**config.mk**
```make
export PLATFORM = sky130hd
export DESIGN_NAME = spike_aer_encoder
export DESIGN_NICKNAME = d
export VERILOG_FILES = /design/src/rtl/snn_pkg.sv /design/src/rtl/spike_event_fifo.sv /design/src/rtl/spike_aer_encoder.sv
export SDC_FILE = /design/constraint.sdc
export NUM_CORES = 1
export LEC_CHECK = 0
export CAP_MARGIN = 20
export CORE_UTILIZATION = 40
export DETAILED_ROUTE_END_ITERATION = 8
export PLACE_DENSITY_LB_ADDON = 0.1
export SYNTH_ARGS = -nofsm -noshare
export SYNTH_HDL_FRONTEND = slang
export SYNTH_SLANG_ARGS = --single-unit
export TNS_END_PERCENT = 5
```
**constraint.sdc**
```tcl
create_clock -name clk -period 5.28 [get_ports clk]
set_input_delay 0.792 -clock clk [delete_from_list [all_inputs] [get_ports clk]]
set_output_delay 0.792 -clock clk [all_outputs]
set_load 0.02 [all_outputs]
```
**src/rtl/snn_pkg.sv**
```systemverilog
// Shared spiking-network types and default sizes for the AER event path.
package snn_pkg;

    localparam int DEF_N_NEURONS  = 8;
    localparam int DEF_TS_WIDTH   = 8;
    localparam int DEF_FIFO_DEPTH = 4;

    // A single neuron still needs a 1-bit id field.
    function automatic int id_width(input int n);
        return (n > 1) ? $clog2(n) : 1;
    endfunction

    localparam int DEF_ID_WIDTH = id_width(DEF_N_NEURONS);

    typedef struct packed {
        logic [DEF_ID_WIDTH-1:0] id;
        logic [DEF_TS_WIDTH-1:0] ts;
    } aer_event_t;

endpackage

```
**src/rtl/spike_event_fifo.sv**
```systemverilog
// Synchronous event FIFO with registered full/empty and occupancy count.
// Latency: push visible at head one cycle later; push ignored when full, pop ignored when empty.
module spike_event_fifo #(
    parameter int WIDTH = 11,
    parameter int DEPTH = 4
) (
    input  logic             clk,
    input  logic             rst,
    input  logic             push,
    input  logic [WIDTH-1:0] push_dat,
    input  logic             pop,
    output logic [WIDTH-1:0] head_dat,
    output logic             full,
    output logic             empty
);
    localparam int AW = (DEPTH > 1) ? $clog2(DEPTH) : 1;

    logic [WIDTH-1:0] mem [DEPTH];
    logic [AW-1:0]    wr_ptr;
    logic [AW-1:0]    rd_ptr;
    logic [AW:0]      count;
    logic [AW:0]      count_nxt;
    logic             do_push;
    logic             do_pop;

    assign do_push  = push && !full;
    assign do_pop   = pop && !empty;
    assign head_dat = mem[rd_ptr];

    always_comb begin
        count_nxt = count;
        if (do_push && !do_pop) begin
            count_nxt = count + (AW+1)'(1);
        end else if (!do_push && do_pop) begin
            count_nxt = count - (AW+1)'(1);
        end
    end

    always_ff @(posedge clk) begin
        if (do_push) begin
            mem[wr_ptr] <= push_dat;
        end
    end

    always_ff @(posedge clk) begin
        if (rst) begin
            wr_ptr <= '0;
            rd_ptr <= '0;
            count  <= '0;
            full   <= 1'b0;
            empty  <= 1'b1;
        end else begin
            if (do_push) begin
                wr_ptr <= wr_ptr + AW'(1);
            end
            if (do_pop) begin
                rd_ptr <= rd_ptr + AW'(1);
            end
            count <= count_nxt;
            full  <= (count_nxt == (AW+1)'(DEPTH));
            empty <= (count_nxt == '0);
        end
    end

endmodule

```
**src/rtl/spike_aer_encoder.sv**
```systemverilog
// Turns per-neuron spike pulses into timestamped AER events, lowest index first.
// Latency: 2 cycles spike -> aer_valid; aer_ready low holds the head, full FIFO stalls draining and re-spikes count as drops.
module spike_aer_encoder
    import snn_pkg::*;
#(
    parameter int N_NEURONS  = DEF_N_NEURONS,
    parameter int TS_WIDTH   = DEF_TS_WIDTH,
    parameter int FIFO_DEPTH = DEF_FIFO_DEPTH
) (
    input  logic                           clk,
    input  logic                           rst,
    input  logic [N_NEURONS-1:0]           spike_in,
    output logic                           aer_valid,
    input  logic                           aer_ready,
    output logic [id_width(N_NEURONS)-1:0] aer_id,
    output logic [TS_WIDTH-1:0]            aer_ts,
    output logic [7:0]                     drop_count
);
    localparam int ID_W = id_width(N_NEURONS);
    localparam int EV_W = ID_W + TS_WIDTH;

    logic [TS_WIDTH-1:0]  ts;
    logic [N_NEURONS-1:0] pending;
    logic [N_NEURONS-1:0] pending_nxt;
    logic [TS_WIDTH-1:0]  ts_latch [N_NEURONS];
    logic [N_NEURONS-1:0] drain_oh;
    logic [N_NEURONS-1:0] drop_vec;
    logic [ID_W-1:0]      drain_id;
    logic                 drain;
    logic                 fifo_full;
    logic                 fifo_empty;
    logic [EV_W-1:0]      push_dat;
    logic [EV_W-1:0]      head_dat;
    logic [31:0]          drop_sum;
    logic [7:0]           drop_nxt;

    // Only registered pending bits compete, so a spike is never drained in its own cycle.
    always_comb begin
        drain_id = '0;
        for (int i = N_NEURONS - 1; i >= 0; i--) begin
            if (pending[i]) begin
                drain_id = ID_W'(i);
            end
        end
        drain    = (|pending) && !fifo_full;
        drain_oh = drain ? (N_NEURONS'(1) << drain_id) : '0;
        push_dat = {drain_id, ts_latch[drain_id]};
    end

    always_comb begin
        pending_nxt = pending & ~drain_oh;
        drop_vec    = '0;
        for (int i = 0; i < N_NEURONS; i++) begin
            if (spike_in[i]) begin
                if (pending[i] && !drain_oh[i]) begin
                    drop_vec[i] = 1'b1;
                end else begin
                    pending_nxt[i] = 1'b1;
                end
            end
        end
        drop_sum = 32'(drop_count) + 32'($countones(drop_vec));
        drop_nxt = (drop_sum > 32'd255) ? 8'hFF : drop_sum[7:0];
    end

    always_ff @(posedge clk) begin
        if (rst) begin
            ts         <= '0;
            pending    <= '0;
            drop_count <= '0;
            for (int i = 0; i < N_NEURONS; i++) begin
                ts_latch[i] <= '0;
            end
        end else begin
            ts         <= ts + TS_WIDTH'(1);
            pending    <= pending_nxt;
            drop_count <= drop_nxt;
            for (int i = 0; i < N_NEURONS; i++) begin
                if (spike_in[i] && !drop_vec[i]) begin
                    ts_latch[i] <= ts;
                end
            end
        end
    end

    spike_event_fifo #(
        .WIDTH (EV_W),
        .DEPTH (FIFO_DEPTH)
    ) u_fifo (
        .clk      (clk),
        .rst      (rst),
        .push     (drain),
        .push_dat (push_dat),
        .pop      (aer_ready),
        .head_dat (head_dat),
        .full     (fifo_full),
        .empty    (fifo_empty)
    );

    assign aer_valid        = !fifo_empty;
    assign {aer_id, aer_ts} = head_dat;

endmodule

```
* Yosys cells after proc, flatten, opt, wreduce, memory -nomap -nowiden
Memories as Yosys holds them, arrays and structs flattened. A register that Yosys moved wholly into a read port is not among the register bits.
Index checks and enable logic that the tools add are counted.
** Word-level totals
- Flip-flop bits (word level) :: 33
- Latch bits :: 0
- RAM bits :: 108
- Bits in read-only memories :: 0
- Input port bits :: 11
- Output and inout port bits :: 20
- Word-level logic and storage cells :: 161
- Memories kept :: 2
** Memory list
- ts_latch :: depth 8, width 8, read ports 1, clocked after Yosys merged registers in 0, wr ports 8, line spike_aer_encoder.sv:25 : logic [TS_WIDTH-1:0] ts_latch [N_NEURONS];
- u_fifo.mem :: depth 4, width 11, read ports 1, clocked after Yosys merged registers in 1, wr ports 1, line spike_event_fifo.sv:18 : logic [WIDTH-1:0] mem [DEPTH];
** Operators by class
- $add $sub $neg :: 13
- $mul :: 0
- Div/mod/pow operators :: 0
- $lt $le $gt $ge :: 1
- Equality and inequality tests :: 1
- Shift operators :: 1
- Muxes and demuxes :: 82
- Bitwise gates (word level) :: 10
- Reduce and logical (&&, ||, !) cells :: 43
** Operators with widths (number)
- 2-to-1 mux 8 bit :: 10
- 2-to-1 mux 1 bit :: 60
- 2-to-1 mux 3 bit :: 10
- logical AND 1 bit :: 21
- zero test 1 bit :: 20
- adder 8 x 4 -> 9 bit :: 1
- > comparator 9 x 8 -> 1 bit (second input constant) :: 1
- adder 1 x 1 -> 2 bit :: 4
- adder 8 x 1 -> 8 bit (second input constant) :: 1
- AND 8 bit :: 1
- NOT 8 bit :: 1
- bitwise OR 1 bit :: 8
- OR reduction 8 bit :: 1
- left shift 1 x 3 -> 8 bit (first input constant) :: 1
- adder 2 x 2 -> 3 bit :: 2
- adder 2 x 1 -> 2 bit (second input constant) :: 2
- adder 3 x 3 -> 4 bit :: 1
- 2-to-1 mux 2 bit :: 2
- adder 3 x 1 -> 3 bit (second input constant) :: 1
- equality test 3 bit (second input constant) :: 1
- zero test 3 bit :: 1
- subtractor 3 x 1 -> 3 bit (second input constant) :: 1

* Logic depth before layout (Yosys ltp)
- Depth after elaboration :: 20
- Depth in mapped cells :: 19
- Mapped depth without buffers :: 19

* By module
Synthesis repeated with hierarchy kept, for this count alone.
** Unflattened totals
- Cell total of the unflattened synthesis :: 501
- Area, all modules :: 6353.6 µm²
** By module, submodules not included
- spike_aer_encoder :: instances 1, cells each 374, area an instance 4132.7 µm², sequential area each 2402.3 µm²
- spike_event_fifo :: instances 1, cells each 127, area an instance 2220.9 µm², sequential area each 1541.5 µm²

* Worst setup path before layout
No wires, ideal clock.
- Path type :: flip-flop to flip-flop
- From :: reg pending[0]
- To :: reg drop_count[5]
- Setup time :: 0.128 ns
- Arrival :: 4.472 ns
- Data required time :: 5.152 ns
- Setup slack :: 0.681 ns
- Stages on the path, launching flop included :: 20
- Buffers on the path :: 1
- Clock period less this slack :: 4.599 ns
- Cell sequence :: dfxtp_1 -> buf_2 -> or2_2 -> or2_2 -> o21ai_0 -> nor2_1 -> fa_1 -> inv_1 -> fa_1 -> inv_1 -> fa_1 -> fa_1 -> inv_1 -> fa_1 -> nor2b_1 -> o21a_1 -> o211ai_1 -> nand2_1 -> mux2i_1 -> nor2_1
** Between the ends
- Word-level cells in the longest chain between the ends :: 13
- Elaborated cells on any way between the ends :: 47
- Classes of those cells :: add/sub: 8; order compare: 1; shift: 1; mux: 19; reduce/logical: 18
** RTL lines
- from (decl) :: line spike_aer_encoder.sv:23 : logic [N_NEURONS-1:0] pending;
- from (signal assigned) :: line spike_aer_encoder.sv:76 : pending <= pending_nxt;
- OR reduction 8 bit / 2-to-1 mux 3 bit (equally long branches) :: line spike_aer_encoder.sv:45, spike_aer_encoder.sv:41
- logical AND 1 bit / left shift 1 x 3 -> 8 bit (equally long branches) :: line spike_aer_encoder.sv:45, spike_aer_encoder.sv:46
- 2-to-1 mux 8 bit :: line spike_aer_encoder.sv:46 : drain_oh = drain ? (N_NEURONS'(1) << drain_id) : '0;
- zero test 1 bit :: line spike_aer_encoder.sv:55 : if (pending[i] && !drain_oh[i]) begin
- logical AND 1 bit :: line spike_aer_encoder.sv:55
- 2-to-1 mux 1 bit :: line spike_aer_encoder.sv:55
- 2-to-1 mux 1 bit :: line spike_aer_encoder.sv:54 : if (spike_in[i]) begin
- adder 1 x 1 -> 2 bit (implied by the code) :: line spike_aer_encoder.sv:62 : drop_sum = 32'(drop_count) + 32'($countones(drop_vec));
- adder 2 x 2 -> 3 bit (implied by the code) :: line spike_aer_encoder.sv:62
- adder 3 x 3 -> 4 bit (implied by the code) (*) :: line spike_aer_encoder.sv:62
- adder 8 x 4 -> 9 bit (*) :: line spike_aer_encoder.sv:62
- > comparator 9 x 8 -> 1 bit :: line spike_aer_encoder.sv:63 : drop_nxt = (drop_sum > 32'd255) ? 8'hFF : drop_sum[7:0];
- 2-to-1 mux 8 bit (*) :: line spike_aer_encoder.sv:63
- to (signal assigned) :: line spike_aer_encoder.sv:77 : drop_count <= drop_nxt;
- to (decl) :: line spike_aer_encoder.sv:17 : output logic [7:0] drop_count
Mark *: on every way between the ends. The rest lies on a longest branch, timed or not.
A chain may end at the register's enable or synchronous reset.

* Worst setup path in the final report
Same ends and word-level chain as after synthesis.

==> metrics.md <==
| Metric | Value |
|---|---|
| Outcome | completed |
| Clk_lat worst skew | 0.42 ns |
| CTS tree | yes |
| Commonest non-fill, non-tap cell in the layout | edfxtp_1 |
| WL/cell | 17.3 um |
| Post-synth ARST share | 0 |
| # DRC | 0 |
| Number of synthesized flops with an enable pin | 108 |
| Die Width | 127 um |
| Post-synthesis cell area | 0.00626 mm^2 |
| Largest net degree at the start of global routing | 39 |
| LEAKAGE | 2.80 nW |
| HP Class | reg -> reg |
| Initial cell density of the core | 0.410 |
| Area growth syn-to-layout | 18.0% |
| Dpl cells | 719 |
| Synthesis warning total | 0 |
| Max-Cap Viols | 0 |
| Clock buffer depth | 2 |
| Period minus WS final | 4.74 ns |
| Core footprint | 0.0153 mm^2 |
| Setup tns final | 0 ns |
| I/O Pins | 31 |
| Clock Pin Slew Worst Setup and Hold Paths | 0.06 ns |
| Synthesized area per cell | about 13 um^2 |
| Fraction of layout cells with a size suffix above 1 | 0.120 |
| CTS Hold Bufs | 0 |
| Full die area | approximately 0.016 mm^2 |
| Cts bufs inserted | 17 |
| Routed wire length | 13000 um |
| Most frequent cells in the layout | edfxtp_1 (108), nor2_1 (87), dfxtp_1 (35) |
| Endpoint kind of the worst setup timing path | register |
| Yosys reg bits | 143 |
| Period utilization | 0.898 |
| Syn Nets | 519 |
| Required @ worst endpoint | roughly 5.6 ns |
| Postcts setup bufs | 0 |
| Final Hold Fails | 0 |
| First-pass GRT wire length | 21000 um |
| # clock sinks | approximately 140 |
| Finished Layout Cells | 751 |
| Max VDD drop | around 230 uV |
| ANT nets after route | 0 |
| Die H | around 130 um |
| Synthesized instance count | 490 |
| Clk Tree Root Cell | clkbuf_16 |
| Top_reg_cell synth | edfxtp_1 |
| Unique masters post-synth | 52 |
| Core Util, Final | 0.484 |
| NumNets Final | 556 |
| Post-CTS resize count | 0 |
| Clock Skew | 0.00903 ns |
| Maximum fanout along the worst path | 10 |
| Max_slew headroom | 0.351 |
| Worst EP arrival | ~5.0 ns |
| Overflow after GRT | 0 |
| Final Setup Violations | 0 |
| Antenna violations before repair | 0 |
| Pre-Repair DR Iteration Count | 5 |
| N_diodes | 0 |
| Critical path class | reg -> reg |
| HPWL after DPL | 9050 um |
| Via Count | ~3800 |
| Least-Margin Pin Slew | between 0.9 and 1 ns |
| DR vias/cell | 5.11 |
| Vias in the first global route | 3976 |
| CP Launch Type | register |
| Fmax | ~210 MHz |
| Pwr Density | 446 mW/mm^2 |
| H-tree Lvls | 4 |
| Total GRT Usage | 0.176 |
| Port bufs | 30 |
| Site Rows | 45 |
| RSZ-0062 raised after global routing | false |
| Register area share after synthesis | 0.630 |
| Final estimated routing congestion in global placement | 0.784 |
| Starting DRT DRC Count | 191 |
| Slew Viols, Final | 0 |
-- power by group --
| part | internal, W | switching [W] | leakage (nW) | total [W] |
|---|---|---|---|---|
| registers | 0.00137 | 0.0000730 | 1.41 | 0.00144 |
| clock network | 0.000786 | 0.000447 | 0.287 | 0.00123 |
| logic | 0.000283 | 0.000340 | 1.11 | 0.000623 |
-- worst paths after layout --
path	start	end	slack (ns)	depth (start not counted)
worst max-delay path	pending[0]$_SDFF_PP0_	drop_count[5]$_SDFF_PP0_	0.54	19
worst min-delay path	ts[0]$_SDFF_PP0_	ts[0]$_SDFF_PP0_	0.48	1
worst max register to register	pending[0]$_SDFF_PP0_	drop_count[5]$_SDFF_PP0_	0.54	19
worst min register to register	ts[0]$_SDFF_PP0_	ts[0]$_SDFF_PP0_	0.48	1
-- sequential cells by signal, summed over array words and instances, names as in the netlist, 2 cells and up, named ones only --
register	flops
ts_latch	64
u_fifo.count	3
drop_count	8
u_fifo.mem	44
ts	8
pending	8
u_fifo.wr_ptr	2
u_fifo.rd_ptr	2
-- worst max-delay path, cell delays in order (launching register included) --
cell and delay [ns]:
dfxtp_1 0.40, or2_2 0.37, or2_2 0.33, o21ai_0 0.31
nor2_1 0.09, fa_1 0.49, inv_1 0.05, fa_1 0.52
inv_1 0.05, fa_1 0.50, fa_1 0.44, inv_1 0.08
fa_1 0.20, nor2b_1 0.05, o21a_1 0.19, o211ai_1 0.16
buf_4 0.16, nand2_1 0.05, mux2i_1 0.12, nor2_1 0.05
-- synthesized netlist by cell type (2+ instances only) --
cell type    n  area [um^2]
mux4_2      11          248
nor4_1       2         12.5
o221a_2      2         22.5
a211oi_1     2         15.0
and3_1       5         31.3
mux2i_1      3         30.0
a31o_2       3         26.3
mux2_2       5         56.3
o21a_1       3         22.5
nor3_1       8         40.0
a21boi_0     4         30.0
inv_1       32          120
and2_1      13         81.3
nor2b_1      7         43.8
clkbuf_1    11         41.3
o21bai_1     8         60.1
nand3_1      7         35.0
a22oi_1      2         15.0
buf_2        3         15.0
nand2b_1    22          138
a221o_2      5         56.3
dfxtp_1     35          701
xor2_1       7         61.3
fa_1         5          100
edfxtp_1   108         3240
a31oi_1      4         25.0
nor2_1      87          327
xnor2_1      6         52.6
o21ai_0      3         15.0
a221oi_1    13          114
ha_1        13          163
or2_2        4         25.0
nand2_1     17         63.8
a21oi_1     12         60.1
-- final cells by class --
| class | count | area (um^2) |
|---|---|---|
| fill | 1373 | 7870 |
| sequential | 143 | 3940 |
| multi-input combinational | 297 | 2110 |
| clock buffer | 20 | 437 |
| timing repair buffer | 35 | 338 |
| tap | 211 | 264 |
| clock inverter | 12 | 170 |
| inverter | 33 | 124 |
-- routing by layer --
layer,vias to the layer above,GRT usage,part of all wire
met5,-,0,0
met4,0,0.0833,0.021
met3,18,0.0364,0.030
met2,62,0.281,0.48
met1,1911,0.232,0.47
li1,1845,-,-
-- logic make-up after synthesis --
| kind of cell | after synthesis | share of synthesized area |
|---|---|---|
| multiplexers | 19 | 0.0534 |
| adder cells (fa/ha/maj) | 18 | 0.0420 |
| buffers and inverters | 50 | 0.0324 |
| AND/OR/NAND/NOR | 176 | 0.134 |
| AO/OA/AOI/OAI | 71 | 0.0901 |
| flip-flops | 143 | 0.630 |
| XOR/XNOR | 13 | 0.0182 |
-- metrics by stage --
step | setup WS [ns] | cell area [um^2] | power, W | hold WS [ns]
2_1_floorplan | 0.681 | 6260 | 0.00187 | 0.426
3_3_place_gp | 0.585 | 6780 | 0.00209 | 0.471
3_5_place_dp | 0.526 | 6780 | 0.00210 | 0.467
4_1_cts | 0.519 | 7390 | 0.00334 | 0.480
5_1_grt | 0.174 | 7390 | 0.00345 | 0.500
6_report | 0.538 | 7390 | 0.00330 | 0.482
Power figures use the tool's default switching activity.
==> variant 1 (same flow settings) <==
`pending` no longer has a reset.
--- a/src/rtl/spike_aer_encoder.sv
+++ b/src/rtl/spike_aer_encoder.sv
@@ -66,14 +66,12 @@
     always_ff @(posedge clk) begin
         if (rst) begin
             ts         <= '0;
-            pending    <= '0;
             drop_count <= '0;
             for (int i = 0; i < N_NEURONS; i++) begin
                 ts_latch[i] <= '0;
             end
         end else begin
             ts         <= ts + TS_WIDTH'(1);
-            pending    <= pending_nxt;
             drop_count <= drop_nxt;
             for (int i = 0; i < N_NEURONS; i++) begin
                 if (spike_in[i] && !drop_vec[i]) begin
@@ -81,6 +79,10 @@
                 end
             end
         end
+    end
+
+    always_ff @(posedge clk) begin
+        pending <= pending_nxt;
     end
 
     spike_event_fifo #(
Function: changed (a bounded check fails within 4 cycles, from zero or initial values and one cycle with rst high).
==> variant 1 against the original RTL <==
Worst setup slack worse by 0.068 ns. Sequential share of layout area up 0.56 points. Clock skew is 0.0024 ns lower. Sequential cell count unchanged. Clock power decreased by 4%. Total power is 2.2% lower. Cell count down 4.1%. Wire length is 3.4% lower. Largest cell class unchanged. Design area down 1.0%. Area after synthesis decreased by 0.12%. Count of clock-buffer cells in the layout grew 1.
==> variant 1: results (changes against the original RTL) <==
nFillCells: 1368  # -0.36%
dr.pass1.iters: 4  # -1
grt_start_max_net_pins: 42  # +7.7%
synthAdderAreaFrac: 0.0420  # +0.0000504
drt_iter0_markers: 204  # +6.8%
synth_compound_area_frac: 0.101  # +0.0107
final_nets: 548  # -1.4%
r2r-start: "pending[0]$_DFF_P_"
via_per_inst: 5.19  # +1.7%
gr-usage-all-layers: 0.171  # -0.00548
htreeDepth: 4  # unchanged
ir_worst_vdd_v: 0.000276  # +21%
clk_path_buf_depth: 2  # unchanged
synth_xor_area_frac: 0.0208  # +0.00262
yosys_warnings: 0  # unchanged
status: "completed"
numCtsBuffers: 17  # unchanged
finClkSkew_ns: 0.00662  # -0.00241 ns
worst-path-max-fanout: 9  # -1
ys_seq_area_frac: 0.631  # +0.000756
min_path_type: "reg -> reg"
arrival_ns: 5.10  # +0.06 ns
max-slew-margin-rel: 0.370  # +0.0186
grt_pass1_wl_mm: 20.2  # -3.7%
placed_area_um2: 6720  # -0.92%
place.gp.congestion: 0.774  # -1.2%
netlist_top_cells_count: "edfxtp_1, nor2_1, dfxtp_1"
drive_gt1_frac: 0.126  # +0.00557
synthMuxAreaShare: 0.0444  # -0.00894
diodes: 0  # unchanged
first_global_vias: 3850  # -3.2%
leakagePower_nw: 2.79  # -0.59%
syn_nets: 511  # -1.5%
cts-root-buf: "clkbuf_16"
synthTopCellsByArea: "edfxtp_1, dfxtp_1, nor2_1"
finalWirelength_mm: 12.5  # -3.4%
ys_types: 54  # +3.8%
dp_hpwl_mm: 8.45  # -6.7%
path_delay_family: "adder cells"
post_cts_resized: 0  # unchanged
## variant 1: cell types whose count changed after synthesis, sizes merged, moves of 5 or more
cell / delta
mux2: -5
o21bai: -8
and2: -9
a22oi: +6
clkbuf: -5
nand2: +16
## variant 1: area by class of cell
type,count,area (um2),share of cell area
clock inverter,11,111,0.0152
clock buffer,21,482,0.0659
inverter,34,128,0.0175
tap,188,235,0.0322
timing repair buffer,34,330,0.0452
multi-input combinational,289,2080,0.285
sequential,143,3940,0.539
## variant 1: power by group
group	leakage (nW)	total (mW)	switching, mW	internal, mW
Combinational	1.12	0.628	0.332	0.296
Sequential	1.38	1.42	0.0713	1.34
Clock	0.287	1.18	0.441	0.742
Total	2.79	3.23	0.845	2.38
## variant 1: final timing paths
path	endpoint	slack [ns]	cells past startpoint
worst min-delay path	ts[0]$_SDFF_PP0_	0.50	1
worst min register to register	ts[0]$_SDFF_PP0_	0.50	1
worst max-delay path	drop_count[5]$_SDFF_PP0_	0.47	18
worst max register to register	drop_count[5]$_SDFF_PP0_	0.47	18
## variant 1: through the flow
stage	power (mW)	hold WS, ns	setup WS, ns	std cells
5_1_grt	3.38	0.548	0.175	720
3_3_place_gp	2.07	0.483	0.495	688
3_5_place_dp	2.08	0.491	0.424	688
4_1_cts	3.27	0.504	0.464	720
2_1_floorplan	1.86	0.449	0.855	482
6_report	3.23	0.500	0.470	720
## variant 1: layer usage
| metal | share of wire | up-vias | wire length [um] | global-route usage |
|---|---|---|---|---|
| li1 | - | 1830 | - | - |
| met1 | 0.44 | 1828 | 5570 | 0.206 |
| met2 | 0.51 | 72 | 6340 | 0.296 |
| met3 | 0.040 | 10 | 497 | 0.0461 |
| met4 | 0.010 | 0 | 129 | 0.0588 |
| met5 | 0 | - | 0 | 0 |
==> variant 2 (config.mk and constraints unchanged) <==
Without the edit above. Set the package constant `DEF_FIFO_DEPTH` to 8 (it was 4).
--- a/src/rtl/snn_pkg.sv
+++ b/src/rtl/snn_pkg.sv
@@ -3,7 +3,7 @@
 
     localparam int DEF_N_NEURONS  = 8;
     localparam int DEF_TS_WIDTH   = 8;
-    localparam int DEF_FIFO_DEPTH = 4;
+    localparam int DEF_FIFO_DEPTH = 8;
 
     // A single neuron still needs a 1-bit id field.
     function automatic int id_width(input int n);
Check against the original RTL: not equivalent (Yosys sat finds a counterexample within 10 cycles, from zero or initial values and one cycle with rst high).
==> variant 2 against the original RTL <==
Wire length up 31%. Critical path depth down 1. Cell count up 22%. Area after synthesis up 31%. First-iteration DRC count up 61%. Worst setup slack better by 0.092 ns. Sequential cell count up 48. Synthesized cell count up 22%. Core utilization down 0.51 points. Total power up 14%. Design area up 28%. Fmax up 2.0%. Highest routed layer unchanged.
==> variant 2: results (changes against the original RTL) <==
status: "completed"
dp.cells: 887  # +23%
synth_compound_area_frac: 0.0750  # -0.0151
dp_hpwl_mm: 11.4  # +26%
synthMuxAreaShare: 0.0793  # +0.0259
synthTopCellsByArea: "edfxtp_1, dfxtp_1, mux4_2"
p_int_mw: 2.78  # +14%
first_global_vias: 4959  # +25%
ff2ff_setup_slack_ns: 0.63  # +0.09 ns
gr-usage-all-layers: 0.172  # -0.00470
synthAdderAreaFrac: 0.0290  # -0.0129
synth_xor_area_frac: 0.0171  # -0.00108
nFillCells: 1781  # +30%
netlist_top_cells_count: "edfxtp_1, nor2_1, dfxtp_1"
via_per_inst: 5.25  # +2.8%
top_regs: "u_fifo.mem x88, ts_latch x64"
ys_seq_area_frac: 0.653  # +0.0226
drive_gt1_frac: 0.145  # +0.0249
finalWirelength_mm: 17.0  # +31%
leakagePower_nw: 3.41  # +22%
drt_iter0_markers: 307  # +61%
place.gp.congestion: 0.777  # -0.91%
ir_worst_vdd_v: 0.000255  # +12%
grt_start_max_net_pins: 54  # +38%
synth_cells: 600  # +22%
reg2regPathDepth: 18  # -1
finClkSkew_ns: 0.0146  # +0.00561 ns
holdCritStartpoint: "ts[0]$_SDFF_PP0_"
fin_crit_sh: 0.881  # -0.0174
max-slew-margin-rel: 0.374  # +0.0221
synth-edff-count: 152  # +41%
dp_slack_ns: 0.353  # -0.173 ns
syn_nets: 627  # +21%
grt_pass1_wl_mm: 27.2  # +30%
final_nets: 668  # +20%
[variant 2: power groups by stage]
stage / Clock [mW] / Sequential [mW] / Combinational [mW]
finish: 1.28 / 1.84 / 0.643
global route: 1.36 / 1.86 / 0.710
CTS: 1.30 / 1.84 / 0.654
detailed placement: 0 / 1.88 / 0.649
global placement: 0 / 1.87 / 0.638
floorplan: 0 / 1.86 / 0.427
[variant 2: routing by layer]
metal	GRT usage	vias to the layer above	wire [um]
li1	-	2295	-
met1	0.218	2424	7660
met2	0.291	90	8530
met3	0.0343	17	539
met4	0.0616	0	218
met5	0	-	0
[variant 2: worst max-delay path, stage by stage, from the launching register on]
cell      delay, ns
dfxtp_1        0.53
nor2_1         0.10
a221o_1        0.39
a21oi_1        0.16
buf_4          0.19
o31ai_1        0.11
or2_2          0.32
fa_1           0.48
inv_1          0.05
fa_1           0.50
fa_1           0.45
inv_1          0.08
fa_1           0.20
nor2b_1        0.06
o21a_1         0.19
o211ai_1       0.42
nand2_1        0.10
mux2i_1        0.13
nor2_1         0.05
[variant 2: kinds of logic (layout without fill, tap and decap cells)]
kind of cell,Yosys count,in the layout
adders and majority gates,16,16
DFF,191,191
and+or+nand+nor,198,198
muxes,36,36
xor gates and xnor gates,16,16
buffers and inverters,54,108
AOI/OAI and AO/OA,89,89
[variant 2: layout make-up]
class                           instances  area (um2)  share of cell area
Inverter                               29         111              0.0117
Clock buffer                           21         450              0.0475
Tap cell                              265         332              0.0350
Timing Repair Buffer                   47         443              0.0467
Multi-Input combinational cell        355        2660               0.281
Sequential cell                       191        5350               0.564
Clock inverter                         11         134              0.0141
[variant 2: through the flow]
stage	total power, mW	area (um2)
final	3.76	9480
after global routing	3.93	9480
after CTS	3.80	9480
after detailed placement	2.53	8890
after global placement	2.51	8870
after floorplan	2.28	8190
